===== src/rtl/char_motion_ctrl_if.sv =====
// Bus between the key decoder / collision logic (master) and the player
// sprite motion controller (slave): level inputs in, sprite state out.
interface char_motion_ctrl_if #(
    parameter int XW = 11
);
    logic          startOfFrame;
    logic          leftPress;
    logic          rightPress;
    logic          leftCrash;
    logic          rightCrash;
    logic          shootReq;
    logic          hit;

    logic [XW-1:0] topLeftX;
    logic [XW-1:0] topLeftY;
    logic          facingLeft;
    logic          moving;
    logic          shootFire;
    logic          stunned;
    logic [3:0]    speed;

    modport master (
        output startOfFrame, leftPress, rightPress, leftCrash, rightCrash,
               shootReq, hit,
        input  topLeftX, topLeftY, facingLeft, moving, shootFire, stunned,
               speed
    );

    modport slave (
        input  startOfFrame, leftPress, rightPress, leftCrash, rightCrash,
               shootReq, hit,
        output topLeftX, topLeftY, facingLeft, moving, shootFire, stunned,
               speed
    );
endinterface


===== src/rtl/char_motion_ctrl.sv =====
// Player sprite motion controller. Evaluates one frame per startOfFrame
// strobe: walking with a speed ramp inside the playfield, plus freeze
// states after a shot (SHOOT) and after being hit (STUN).
module char_motion_ctrl #(
    parameter int XW           = 11,
    parameter int CHAR_WIDTH   = 32,
    parameter int CHAR_HIGHT   = 32,
    parameter int INITIAL_X    = 320,
    parameter int LEFT_BOUND   = 0,
    parameter int RIGHT_BOUND  = 640,
    parameter int FLOOR_Y      = 480,
    parameter int MIN_SPEED    = 1,
    parameter int MAX_SPEED    = 4,
    parameter int ACCEL_FRAMES = 8,
    parameter int SHOOT_FRAMES = 6,
    parameter int STUN_FRAMES  = 60
) (
    input  logic                 clk,
    input  logic                 resetN,
    char_motion_ctrl_if.slave    bus
);

    // Shared freeze counter must hold the longer of the two reload values.
    localparam int FMAX = (STUN_FRAMES > SHOOT_FRAMES) ? STUN_FRAMES : SHOOT_FRAMES;
    localparam int FW   = (FMAX > 1) ? $clog2(FMAX) : 1;
    localparam int AW   = (ACCEL_FRAMES > 1) ? $clog2(ACCEL_FRAMES) : 1;

    localparam logic [XW:0]   X_HI       = (XW+1)'(RIGHT_BOUND - CHAR_WIDTH);
    localparam logic [XW:0]   X_LO       = (XW+1)'(LEFT_BOUND);
    localparam logic [XW-1:0] X_INIT     = XW'(INITIAL_X);
    localparam logic [XW-1:0] Y_CONST    = XW'(FLOOR_Y - CHAR_HIGHT);
    localparam logic [3:0]    SPD_MIN    = 4'(MIN_SPEED);
    localparam logic [3:0]    SPD_MAX    = 4'(MAX_SPEED);
    localparam logic [FW-1:0] SHOOT_LOAD = FW'(SHOOT_FRAMES - 1);
    localparam logic [FW-1:0] STUN_LOAD  = FW'(STUN_FRAMES - 1);
    localparam logic [AW-1:0] ACC_TOP    = AW'(ACCEL_FRAMES - 1);

    typedef enum logic [1:0] {
        ST_WALK,
        ST_SHOOT,
        ST_STUN
    } state_t;

    state_t        r_state,       w_state;
    logic [XW-1:0] r_x,           w_x;
    logic          r_facing_left, w_facing_left;
    logic          r_moving,      w_moving;
    logic          r_shoot_fire,  w_shoot_fire;
    logic [3:0]    r_speed,       w_speed;
    logic [FW-1:0] r_fcnt,        w_fcnt;
    logic [AW-1:0] r_acnt,        w_acnt;

    logic [XW:0]   w_speed_ext;
    logic [XW:0]   w_sum;
    logic [XW:0]   w_diff;
    logic [XW:0]   w_right_x;
    logic [XW:0]   w_left_x;
    logic [3:0]    w_speed_up;
    logic          w_req_right;
    logic          w_req_left;
    logic          w_move_right;
    logic          w_move_left;
    logic          w_reversal;

    // Candidate positions use one extra bit so neither sum nor difference wraps.
    assign w_speed_ext = (XW+1)'(r_speed);
    assign w_sum       = {1'b0, r_x} + w_speed_ext;
    assign w_diff      = {1'b0, r_x} - w_speed_ext;
    assign w_right_x   = (w_sum > X_HI) ? X_HI : w_sum;
    assign w_left_x    = (w_diff[XW] || (w_diff < X_LO)) ? X_LO : w_diff;

    assign w_req_right = bus.rightPress & ~bus.leftPress  & ~bus.rightCrash;
    assign w_req_left  = bus.leftPress  & ~bus.rightPress & ~bus.leftCrash;

    // A request that clamps to the current position is not a move.
    assign w_move_right = w_req_right && (w_right_x != {1'b0, r_x});
    assign w_move_left  = w_req_left  && (w_left_x  != {1'b0, r_x});

    // The previous frame moved the other way: this frame is a reversal.
    assign w_reversal  = r_moving && (r_facing_left != w_move_left);
    assign w_speed_up  = (r_speed >= SPD_MAX) ? SPD_MAX : r_speed + 4'd1;

    // Frame evaluation: freeze handling in priority order, then the move rule.
    always_comb begin
        // NOTE: every signal assigned here gets a default first; a path that
        // leaves one unassigned would infer a latch.
        w_state       = r_state;
        w_x           = r_x;
        w_facing_left = r_facing_left;
        w_moving      = r_moving;
        w_shoot_fire  = 1'b0;
        w_speed       = r_speed;
        w_fcnt        = r_fcnt;
        w_acnt        = r_acnt;

        if (bus.startOfFrame) begin
            // Any frame without an actual move ends with the ramp reset.
            w_moving = 1'b0;
            w_speed  = SPD_MIN;
            w_acnt   = '0;

            if (r_state == ST_STUN) begin
                // Hits and shots are ignored so the stun cannot be extended.
                if (r_fcnt == '0) begin
                    w_state = ST_WALK;
                end else begin
                    w_fcnt = r_fcnt - FW'(1);
                end
            end else if (bus.hit) begin
                w_state = ST_STUN;
                w_fcnt  = STUN_LOAD;
            end else if (r_state == ST_SHOOT) begin
                if (r_fcnt == '0) begin
                    w_state = ST_WALK;
                end else begin
                    w_fcnt = r_fcnt - FW'(1);
                end
            end else if (bus.shootReq) begin
                w_state      = ST_SHOOT;
                w_fcnt       = SHOOT_LOAD;
                w_shoot_fire = 1'b1;
            end else if (w_move_right || w_move_left) begin
                w_x           = w_move_left ? w_left_x[XW-1:0] : w_right_x[XW-1:0];
                w_moving      = 1'b1;
                w_facing_left = w_move_left;
                // A reversal keeps the MIN_SPEED / zero-count defaults above.
                if (!w_reversal) begin
                    if (r_acnt == ACC_TOP) begin
                        w_speed = w_speed_up;
                        w_acnt  = '0;
                    end else begin
                        w_speed = r_speed;
                        w_acnt  = r_acnt + AW'(1);
                    end
                end
            end
        end
    end

    // State and position registers; reset returns the sprite to its start pose.
    always_ff @(posedge clk or negedge resetN) begin
        if (!resetN) begin
            r_state       <= ST_WALK;
            r_x           <= X_INIT;
            r_facing_left <= 1'b0;
            r_moving      <= 1'b0;
            r_shoot_fire  <= 1'b0;
            r_speed       <= SPD_MIN;
            r_fcnt        <= '0;
            r_acnt        <= '0;
        end else begin
            // NOTE: non-blocking assignments so every register updates from
            // the same pre-edge values regardless of statement order.
            r_state       <= w_state;
            r_x           <= w_x;
            r_facing_left <= w_facing_left;
            r_moving      <= w_moving;
            r_shoot_fire  <= w_shoot_fire;
            r_speed       <= w_speed;
            r_fcnt        <= w_fcnt;
            r_acnt        <= w_acnt;
        end
    end

    assign bus.topLeftX   = r_x;
    assign bus.topLeftY   = Y_CONST;
    assign bus.facingLeft = r_facing_left;
    assign bus.moving     = r_moving;
    assign bus.shootFire  = r_shoot_fire;
    assign bus.stunned    = (r_state == ST_STUN);
    assign bus.speed      = r_speed;

endmodule


===== src/flat_wrapper.sv =====
// flat-port wrapper written by rule: the top's interface ports become plain ports
module char_motion_ctrl_flat 
#(
    parameter int XW           = 11,
    parameter int CHAR_WIDTH   = 32,
    parameter int CHAR_HIGHT   = 32,
    parameter int INITIAL_X    = 320,
    parameter int LEFT_BOUND   = 0,
    parameter int RIGHT_BOUND  = 640,
    parameter int FLOOR_Y      = 480,
    parameter int MIN_SPEED    = 1,
    parameter int MAX_SPEED    = 4,
    parameter int ACCEL_FRAMES = 8,
    parameter int SHOOT_FRAMES = 6,
    parameter int STUN_FRAMES  = 60
)
  (clk, resetN, bus_startOfFrame, bus_leftPress, bus_rightPress, bus_leftCrash, bus_rightCrash, bus_shootReq, bus_hit, bus_topLeftX, bus_topLeftY, bus_facingLeft, bus_moving, bus_shootFire, bus_stunned, bus_speed);
  char_motion_ctrl_if #(.XW(XW)) bus_i ();
  input  logic clk;
  input  logic resetN;
  input wire logic [$bits(bus_i.startOfFrame)-1:0] bus_startOfFrame;
  input wire logic [$bits(bus_i.leftPress)-1:0] bus_leftPress;
  input wire logic [$bits(bus_i.rightPress)-1:0] bus_rightPress;
  input wire logic [$bits(bus_i.leftCrash)-1:0] bus_leftCrash;
  input wire logic [$bits(bus_i.rightCrash)-1:0] bus_rightCrash;
  input wire logic [$bits(bus_i.shootReq)-1:0] bus_shootReq;
  input wire logic [$bits(bus_i.hit)-1:0] bus_hit;
  output wire logic [$bits(bus_i.topLeftX)-1:0] bus_topLeftX;
  output wire logic [$bits(bus_i.topLeftY)-1:0] bus_topLeftY;
  output wire logic [$bits(bus_i.facingLeft)-1:0] bus_facingLeft;
  output wire logic [$bits(bus_i.moving)-1:0] bus_moving;
  output wire logic [$bits(bus_i.shootFire)-1:0] bus_shootFire;
  output wire logic [$bits(bus_i.stunned)-1:0] bus_stunned;
  output wire logic [$bits(bus_i.speed)-1:0] bus_speed;
  assign bus_i.startOfFrame = bus_startOfFrame;
  assign bus_i.leftPress = bus_leftPress;
  assign bus_i.rightPress = bus_rightPress;
  assign bus_i.leftCrash = bus_leftCrash;
  assign bus_i.rightCrash = bus_rightCrash;
  assign bus_i.shootReq = bus_shootReq;
  assign bus_i.hit = bus_hit;
  assign bus_topLeftX = bus_i.topLeftX;
  assign bus_topLeftY = bus_i.topLeftY;
  assign bus_facingLeft = bus_i.facingLeft;
  assign bus_moving = bus_i.moving;
  assign bus_shootFire = bus_i.shootFire;
  assign bus_stunned = bus_i.stunned;
  assign bus_speed = bus_i.speed;
  char_motion_ctrl #(.XW(XW), .CHAR_WIDTH(CHAR_WIDTH), .CHAR_HIGHT(CHAR_HIGHT), .INITIAL_X(INITIAL_X), .LEFT_BOUND(LEFT_BOUND), .RIGHT_BOUND(RIGHT_BOUND), .FLOOR_Y(FLOOR_Y), .MIN_SPEED(MIN_SPEED), .MAX_SPEED(MAX_SPEED), .ACCEL_FRAMES(ACCEL_FRAMES), .SHOOT_FRAMES(SHOOT_FRAMES), .STUN_FRAMES(STUN_FRAMES)) u_core (.clk(clk), .resetN(resetN), .bus(bus_i));
endmodule

===== config.mk =====
export PLATFORM = sky130hd
export DESIGN_NAME = char_motion_ctrl_flat
export DESIGN_NICKNAME = d
export VERILOG_FILES = /design/src/rtl/char_motion_ctrl_if.sv /design/src/rtl/char_motion_ctrl.sv /design/src/flat_wrapper.sv
export SDC_FILE = /design/constraint.sdc
export NUM_CORES = 1
export LEC_CHECK = 0
export CORE_MARGIN = 2
export CORE_UTILIZATION = 50
export CTS_CLUSTER_SIZE = 10
export DETAILED_ROUTE_END_ITERATION = 8
export HOLD_SLACK_MARGIN = 0.05
export PLACE_DENSITY = 0.77
export SYNTH_ARGS = -nofsm -noshare
export SYNTH_HDL_FRONTEND = slang
export SYNTH_SLANG_ARGS = --single-unit

===== constraint.sdc =====
create_clock -name clk -period 3.8 [get_ports clk]
set_clock_uncertainty 0.2 [all_clocks]
set_input_delay 0.38 -clock clk [delete_from_list [all_inputs] [get_ports clk]]
set_output_delay 0.38 -clock clk [all_outputs]
set_load 0.05 [all_outputs]

Yosys cells after proc, flatten, opt, wreduce, memory -nomap -nowiden:

Index checks and enable logic that the tools add are counted.

* memories: 0
* output and inout bits: 30
* ROM bits: 0
* bits of input ports: 9
* memory bits (writable): 0
* bits in latches: 0
* flip-flop bits (word level): 29

* muxes and demuxes: 38
* bitwise operators: 12
* multiply operators: 0
* div/mod/pow operators: 0
* $add $sub $neg: 5
* equal/unequal tests: 7
* reduce and logical (&&, ||, !) cells: 10
* shifts and indexed selects: 0
* $lt $le $gt $ge: 3

Operator list (count)
* $mux 4: 8
* $mux 6: 5
* $mux 12: 2
* $ne 12x11->1: 2
* $mux 3: 7
* $add 11x4->12: 1
* $gt 12x10->1 const B: 1
* $lt 12x1->1 const B: 1
* $sub 11x4->12: 1
* $mux 11: 1
* $mux 1: 10
* $mux 2: 5
* $not 1->1: 8
* $ne 7x5->1 const B: 1
* $logic_not 6->1: 1
* $reduce_and 6->1: 1
* $sub 6x1->6 const B: 1
* $add 4x1->4 const B: 1
* $and 1x1->1: 4
* $ge 4x3->1 const B: 1
* $reduce_and 2->1: 2
* $reduce_bool 4->1: 1
* $add 3x1->3 const B: 1
* $eq 3x3->1 const B: 1
* other kinds (5): 8

Longest topological paths before layout:

Gate-level depths: netlist of run 1.

* word-level depth: 14
* mapped depth: 14
* gate-level depth less buffers: 12

Worst setup path before layout of run 1:

Ideal clock, no wire load.

* path kind: flip-flop to flip-flop
* start point: reg u_core.r_speed[0], in the netlist u_core.bus.speed[0]
* end point: reg u_core.r_x[3], in the netlist u_core.bus.topLeftX[3]
* clock period less this slack: 3.891 ns
* required time: 3.472 ns
* library setup time: 0.128 ns
* data arrival time: 3.563 ns
* slack: -0.091 ns
* buffers on the path: 1
* stages on the path, launching flop included: 14
* cells stage by stage: dfstp_2 > ha_1 > inv_1 > fa_1 > nor3_2 > o311ai_0 > o2111a_1 > a2111oi_4 > o21a_2 > o221ai_1 > o31a_1 > o21ai_2 > buf_6 > mux2_1

* cells in the longest elaborated chain, start to end: 8
* elaborated cells between the ends (all ways): 14
* those cells by class: add/sub: 2; order compare: 2; eq/ne: 2; mux: 3; reduce/logical: 5

RTL lines
* from (decl): line char_motion_ctrl.sv:49 `logic [3:0] r_speed, w_speed;`
* from (signal assigned): line char_motion_ctrl.sv:159 `r_speed <= w_speed;`
* $sub 11x4->12: line char_motion_ctrl.sv:68 `assign w_diff = {1'b0, r_x} - w_speed_ext;`
* $lt 12x1->1: line char_motion_ctrl.sv:70 `assign w_left_x = (w_diff[XW] || (w_diff < X_LO)) ? X_LO : w_diff;`
* $logic_or 1x1->1: line char_motion_ctrl.sv:70
* $mux 12: line char_motion_ctrl.sv:70
* $ne 12x11->1: line char_motion_ctrl.sv:77 `assign w_move_left = w_req_left && (w_left_x != {1'b0, r_x});`
* $logic_and 1x1->1: line char_motion_ctrl.sv:77
* $logic_or 1x1->1: line char_motion_ctrl.sv:122 `end else if (w_move_right || w_move_left) begin`
* $reduce_and 6->1 (no line)
* to (signal assigned): line char_motion_ctrl.sv:155 `r_x <= w_x;`
* to (decl): line char_motion_ctrl.sv:45 `logic [XW-1:0] r_x, w_x;`

Parallel ways exist; a longest one is shown, timed or not.
A chain may end at the register's enable or synchronous reset.

Final worst setup path of run 1:

* start point: reg u_core.r_speed[0], in the netlist u_core.bus.speed[0]
* end point: reg u_core.r_x[0], in the netlist u_core.bus.topLeftX[0]

Same word-level chain as after synthesis.

==> flow_metrics.tcl, run 1 <==
set metrics [dict create \
    violations "negative setup slack" \
    slowest_stage "dfstp_4" \
    die_area_sq_um 6030 \
    antenna-diode-count 0 \
    maxSlewViolCount 0 \
    syn_to_final_growth_pct 27.1 \
    worstHoldPathType "primary input to asynchronous set/reset pin" \
    crit_arrival_ns 3.80 \
    grt_max_degree 30 \
    worstPathMaxFanout 6 \
    placedCellCount 438 \
    synth_top_area_share_pct 24.0 \
    hpwl_um 5400 \
    netlist_area_sq_um 2710 \
    core-area_sq_um 5170 \
    rsz0062_at_grt "true" \
    seq_area_sq_um 739 \
    gp_congestion 0.912 \
    max_slew_margin_pct 58.5 \
    vias 2720 \
    critical_path.max_stage_delay_ns 0.63 \
    tns_ns -0.123 \
    stdcell_count 454 \
    drt-total-wl_um 7260 \
    setup_slack_ns -0.0346 \
    port_buffers 27 \
    placed_cell_area_sq_um 3180 \
    synth_edf_count 0 \
    first_iter_violations 220 \
    finalSetupViolCount 5 \
    cts_made_buffers 5 \
    yosysUniqueCellTypes 65 \
    syn-instance-count 330 \
    ys_warn_count 0 \
    initial_utilization_pct 52.4 \
    clockBufferDepth 2 \
    r2r_setup_slack_ns -0.03 \
    clkTransAtPathRegs_ns 0.06 \
    root_buffer "clkbuf_8" \
    grt_pass1_wl_um 12200 \
    cp_common_cell "nor3_4" \
    crit_buf_inv 2 \
    fp-row-count 26 \
    viasPerCell 5.99 \
    cp_top_family "compound AO/OA/AOI/OAI gates" \
    seq_area_frac_synth_pct 26.9 \
    synth-async-reset-ratio_pct 100 \
    stdcell_area_sq_um 3450 \
    period_share_pct 101 \
    multi_input_area_sq_um 1900 \
    syn_area_per_cell_sq_um 8.22 \
    path_cells "ha_4 -> inv_2 -> fa_2 -> nor3_4 -> nor3_4 -> o21a_1 -> a2111oi_4 -> o21a_2 -> o221ai_2 -> o31a_1 -> o21ai_2 -> buf_6 -> mux2_4" \
    drtAntennaViolNets 0 \
    r2r-end "u_core.bus.topLeftX[0]" \
    hold_viol 0 \
    fillers 439 \
    cp-start-kind "register" \
    grt_util_all_layers_pct 24.8 \
    worst_slew_pin_slew_ns 0.616 \
    die_w_um 77.6 \
    cts_tree "done" \
    htreeDepth 2 \
    required_ns 3.76 \
    drv_cap 0 \
    grt_pass1_vias 2528 \
    peakVddDrop_v 0.000324 \
    drt_pass1_iterations 4 \
    clock_latency_ns 0.28 \
    cts_hold_buffers 0 \
    wire_per_inst_um 16.0 \
    yosysTopAreaCell "dfrtp_1" \
    crit_type "register to register" \
    synth_flop_cell "dfrtp_1" \
    cp-end-kind "register" \
    rr_worst_depth 13 \
    period_needed_ns 3.83 \
    drive_above_1_share_pct 19.8 \
    clock-sinks 29 \
    timing.rr.start "u_core.bus.speed[0]" \
    powerDensity_nw_per_um2 429 \
    final_util_pct 66.6 \
    final_nets 407 \
    ys_ff_latch 29 \
    p_leak_nw 1.48 \
    die_y_um 77.6 \
    ios 39 \
    antenna_found_initial 0 \
    synth_area_leaders "dfrtp_1 24%, ha_1 6.0%, o21ai_0 4.2%, nand2_1 3.5%, nor2_1 3.5%" \
    grt_overflow_total 0 \
    fmax_ghz 0.261 \
    status "finished, violations left" \
    fin_total_pwr_mw 1.48 \
    drc 0 \
]
## layer usage
layer | GRT usage [%] | part of all wire [%]
met2 | 40.3 | 46
met3 | 3.14 | 6.1
met5 | 0 | 0
met4 | 7.68 | 2.6
met1 | 34.4 | 46
## logic make-up (layout without fill, tap and decap cells)
group | count (synthesis) | count (layout) | synth area share [%]
simple gates | 116 | 116 | 22.6
compound gates | 104 | 104 | 27.9
buf+inv | 48 | 93 | 8.63
flops | 29 | 29 | 26.9
fa+ha+maj | 15 | 15 | 7.48
mux | 9 | 9 | 4.01
xor+xnor | 7 | 7 | 2.26
other cells | 2 | 11 | 0.277
## worst max-delay path by stage
| stage | depth (start not counted) | to | slack (ns) | start |
|---|---|---|---|---|
| after floorplan | 13 | u_core.bus.topLeftX[1] | 0.006 | u_core.bus.speed[0] |
| after global placement | 13 | u_core.bus.topLeftX[0] | 0.05 | u_core.bus.speed[0] |
| after detailed placement | 13 | u_core.bus.topLeftX[0] | -0.08 | u_core.bus.speed[0] |
| after CTS | 13 | u_core.bus.topLeftX[0] | 0.01 | u_core.bus.speed[0] |
| after global routing | 14 | u_core.bus.topLeftX[0] | -0.18 | u_core.bus.speed[0] |
| final | 13 | u_core.bus.topLeftX[0] | -0.03 | u_core.bus.speed[0] |
## registers in the layout (all words and copies together) (netlist names)
register and flops:
u_core.bus.speed 4, u_core.r_state 2, u_core.bus.topLeftX 11, u_core.bus.facingLeft 1
u_core.bus.moving 1, u_core.bus.shootFire 1, u_core.r_acnt 3, u_core.r_fcnt 6
## worst register-to-register path, cell delays in order, from the launching register on
cell and delay [ns]:
dfstp_4 0.63, ha_4 0.13, inv_2 0.03, fa_2 0.38, nor3_4 0.34, nor3_4 0.08
o21a_1 0.21, a2111oi_4 0.36, o21a_2 0.24, o221ai_2 0.09, o31a_1 0.36, o21ai_2 0.19
buf_6 0.16, mux2_4 0.31
## layout make-up
type | instances | area share [%]
clock buffers | 6 | 2.11
repair buffers | 64 | 16.2
inverters | 21 | 2.29
multi-input cells | 262 | 55.1
clock inverters | 2 | 0.290
flip-flops and latches | 29 | 21.5
well taps | 70 | 2.54
## synthesized netlist by cell type (all sizes together) (5+ instances only)
| cell type | number |
|---|---|
| o21ai | 28 |
| nor3 | 12 |
| nor3b | 6 |
| o221ai | 5 |
| dfrtp | 26 |
| nand3 | 8 |
| inv | 21 |
| ha | 13 |
| o22ai | 8 |
| o21a | 8 |
| nand2b | 9 |
| nor2b | 7 |
| o211ai | 7 |
| o31ai | 5 |
| xnor2 | 5 |
| nor2 | 25 |
| buf | 16 |
| clkbuf | 11 |
| nand2 | 25 |
| mux2 | 5 |
| and3b | 5 |
| a21oi | 8 |
## per-stage QoR
| stage | hold WS [ns] | setup slack (ns) |
|---|---|---|
| floorplan | -0.116 | 0.00556 |
| global placement | 0.314 | 0.0549 |
| detailed placement | 0.328 | -0.0800 |
| CTS | 0.286 | 0.0101 |
| global route | 0.301 | -0.178 |
| finish | 0.275 | -0.0346 |
## power by group
part / internal [mW] / total, mW / switching (mW)
sequential: 0.362 / 0.427 / 0.0646
combinational: 0.317 / 0.808 / 0.491
clock: 0.126 / 0.243 / 0.116
total: 0.806 / 1.48 / 0.672
## layout by cell type (no fill, tap or decap), drive strengths merged, types with 3 or more instances in the layout
master / instances
clkbuf: 6
a22o: 4
or2: 4
o211ai: 7
a21oi: 8
o21ai: 28
o2111ai: 4
o21a: 8
clkdlybuf4s50: 27
and3b: 5
or3: 3
o31ai: 5
xnor2: 5
inv: 21
nand3: 8
nand2b: 9
buf: 37
nor3: 12
a31oi: 3
o22ai: 8
ha: 13
dfstp: 3
o221ai: 5
nand2: 25
conb: 11
mux2: 5
o2bb2ai: 4
dfrtp: 26
nor3b: 6
nor2b: 7
nor2: 25
mux2i: 3
or4: 4
## timing repair
| item | in CTS | in global routing |
|---|---|---|
| pin swaps | 2 | 13 |
| resized for setup | 1 | 23 |
| setup buffers | 1 | 8 |
| endpoints found under the setup margin | 9 | 17 |
Power figures use the tool's default switching activity.
==> run 2: changes to the inputs <==
--- a/config.mk
+++ b/config.mk
@@ -5,12 +5,14 @@
 export SDC_FILE = /design/constraint.sdc
 export NUM_CORES = 1
 export LEC_CHECK = 0
+export CELL_PAD_IN_SITES_DETAIL_PLACEMENT = 1
+export CELL_PAD_IN_SITES_GLOBAL_PLACEMENT = 2
 export CORE_MARGIN = 2
-export CORE_UTILIZATION = 50
+export CORE_UTILIZATION = 30
 export CTS_CLUSTER_SIZE = 10
 export DETAILED_ROUTE_END_ITERATION = 8
 export HOLD_SLACK_MARGIN = 0.05
-export PLACE_DENSITY = 0.77
+export PLACE_DENSITY_LB_ADDON = 0.1
 export SYNTH_ARGS = -nofsm -noshare
 export SYNTH_HDL_FRONTEND = slang
 export SYNTH_SLANG_ARGS = --single-unit
==> flow_metrics.tcl, run 2 (synthesized netlist as in run 1, its figures left out) <==
set metrics [dict create \
    antenna-diode-count 0 \
    cp-start-kind "register" \
    hpwl_um 7110 \
    critical_path.max_stage_delay_ns 0.50 \
    power_frac_seq_pct 27.6 \
    clkTransAtPathRegs_ns 0.07 \
    hold_viol 0 \
    worstPathMaxFanout 7 \
    cp_top_family "adder cells" \
    die_y_um 99.1 \
    vias 2715 \
    clock_latency_ns 0.29 \
    grt_pass1_wl_um 15100 \
    cts_made_buffers 5 \
    final_nets 411 \
    drv_cap 0 \
    setup.worst_path.start "u_core.bus.speed[0]" \
    cp-end-kind "register" \
    worstHoldPathType "primary input to asynchronous set/reset pin" \
    peakVddDrop_v 0.000215 \
    htreeDepth 2 \
    fin_total_pwr_mw 1.54 \
    syn_to_final_growth_pct 30.1 \
    crit_arrival_ns 3.79 \
    max_slew_margin_pct 66.1 \
    tns_ns 0 \
    cp_common_cell "buf_4" \
    maxSlewViolCount 0 \
    period_share_pct 99.1 \
    status "finished, final reports clean" \
    drc 0 \
    drive_above_1_share_pct 21.1 \
    use_met2_pct 32.6 \
    die_w_um 99.1 \
    path_cells "buf_4 -> ha_1 -> fa_1 -> xor2_1 -> nor2_1 -> o21ai_0 -> a31oi_1 -> or2_0 -> buf_4 -> o21ai_1 -> nand3_1 -> mux4_2 -> o2bb2ai_2" \
    period_needed_ns 3.77 \
    final_util_pct 40.2 \
    powerDensity_nw_per_um2 436 \
    grt_overflow_total 0 \
    clock-sinks 29 \
    grt_util_all_layers_pct 19.5 \
    die_area_sq_um 9810 \
    finalSetupViolCount 0 \
    antenna_found_initial 0 \
    p_leak_nw 1.49 \
    slowest_stage "mux4_2" \
    final_cell_mix "39 x buf_4, 27 x clkdlybuf4s50_1, 25 x nand2_1, 25 x nor2_1, 23 x o21ai_0" \
    crit_buf_inv 2 \
    first_iter_violations 132 \
    clockPowerShare_pct 17.0 \
    clockBufferDepth 2 \
    power_switching_mw 0.719 \
    p_sw_share_pct 46.7 \
    busiest_layer "met2" \
    initial_utilization_pct 30.9 \
    ios 39 \
    grt_max_degree 30 \
    cts_tree "done" \
    root_buffer "clkbuf_8" \
    grt_use_met1_pct 26.8 \
    fp-row-count 34 \
    rsz0062_at_grt "true" \
    port_buffers 27 \
    power.share.combinational_pct 55.4 \
    timing.rr.start "u_core.bus.speed[0]" \
    grt_pass1_vias 2886 \
    worst_slew_pin_slew_ns 0.508 \
    placed_cell_area_sq_um 3280 \
    gp_congestion 0.840 \
    viasPerCell 5.47 \
    drt-total-wl_um 9180 \
    internal_power_mw 0.819 \
    drtAntennaViolNets 0 \
    required_ns 3.82 \
    crit_type "register to register" \
    wire_per_inst_um 18.5 \
    largest_reg_flops 11 \
    final_common_cell "buf_4" \
    drt_pass1_iterations 4 \
    grt_use_met3_pct 2.20 \
    core-area_sq_um 8760 \
    fmax_ghz 0.265 \
    stdcell_area_sq_um 3530 \
]
run 2: cell count changes in the layout (fill, tap and decap cells not counted), moves of 2 or more:
| cell | before | now |
|---|---|---|
| buf_4 | 34 | 39 |
| o2111ai_2 | 0 | 2 |
| o2111ai_1 | 4 | 2 |
| o21ai_2 | 3 | 1 |
run 2: area by class of cell:
type / count / area [sq um]
clock buffer: 5 / 68.8
clock inverter: 3 / 17.5
fill: 1072 / 5240
inverter: 21 / 78.8
multi-input combinational: 262 / 1900
sequential: 29 / 739
tap: 108 / 135
timing repair buffer: 68 / 586
run 2: final timing paths:
kind                            slack, ns                     end  cells after the start
worst max register to register       0.03  u_core.bus.topLeftX[8]                     13
worst max-delay path                 0.03  u_core.bus.topLeftX[8]                     13
worst min register to register       0.34        u_core.r_acnt[1]                      2
min in group clk                     0.34        u_core.r_acnt[1]                      2
worst min-delay path                 0.30        u_core.r_acnt[2]                      2
max in group asynchronous            2.76  u_core.bus.topLeftX[6]                      2
run 2: timing repair:
item	4_1_cts	5_1_grt
hold buffers	0	0
setup endpoints to repair	8	19
resized for setup	1	24
pin swaps	1	12
setup buffers	0	6
run 2: routing by layer:
metal  wire length, um  part of all wire (%)
met1              4450                    48
met2              4480                    49
met3               164                   1.8
met4                87                  0.95
met5                 0                     0
run 2: stage by stage:
step / worst slack (ns) / cells / hold WS, ns
global route: -0.135 / 496 / 0.320
floorplan: 0.00556 / 339 / -0.116
CTS: 0.00886 / 490 / 0.303
finish: 0.0335 / 496 / 0.296
detailed placement: -0.0570 / 482 / 0.334
global placement: 0.0621 / 482 / 0.320
run 2: power groups by stage:
stage	clock, mW	sequential (mW)	combinational (mW)
floorplan	0	0.460	0.506
global placement	0	0.425	0.807
detailed placement	0	0.425	0.813
CTS	0.270	0.421	0.817
global route	0.286	0.436	0.951
finish	0.261	0.425	0.852
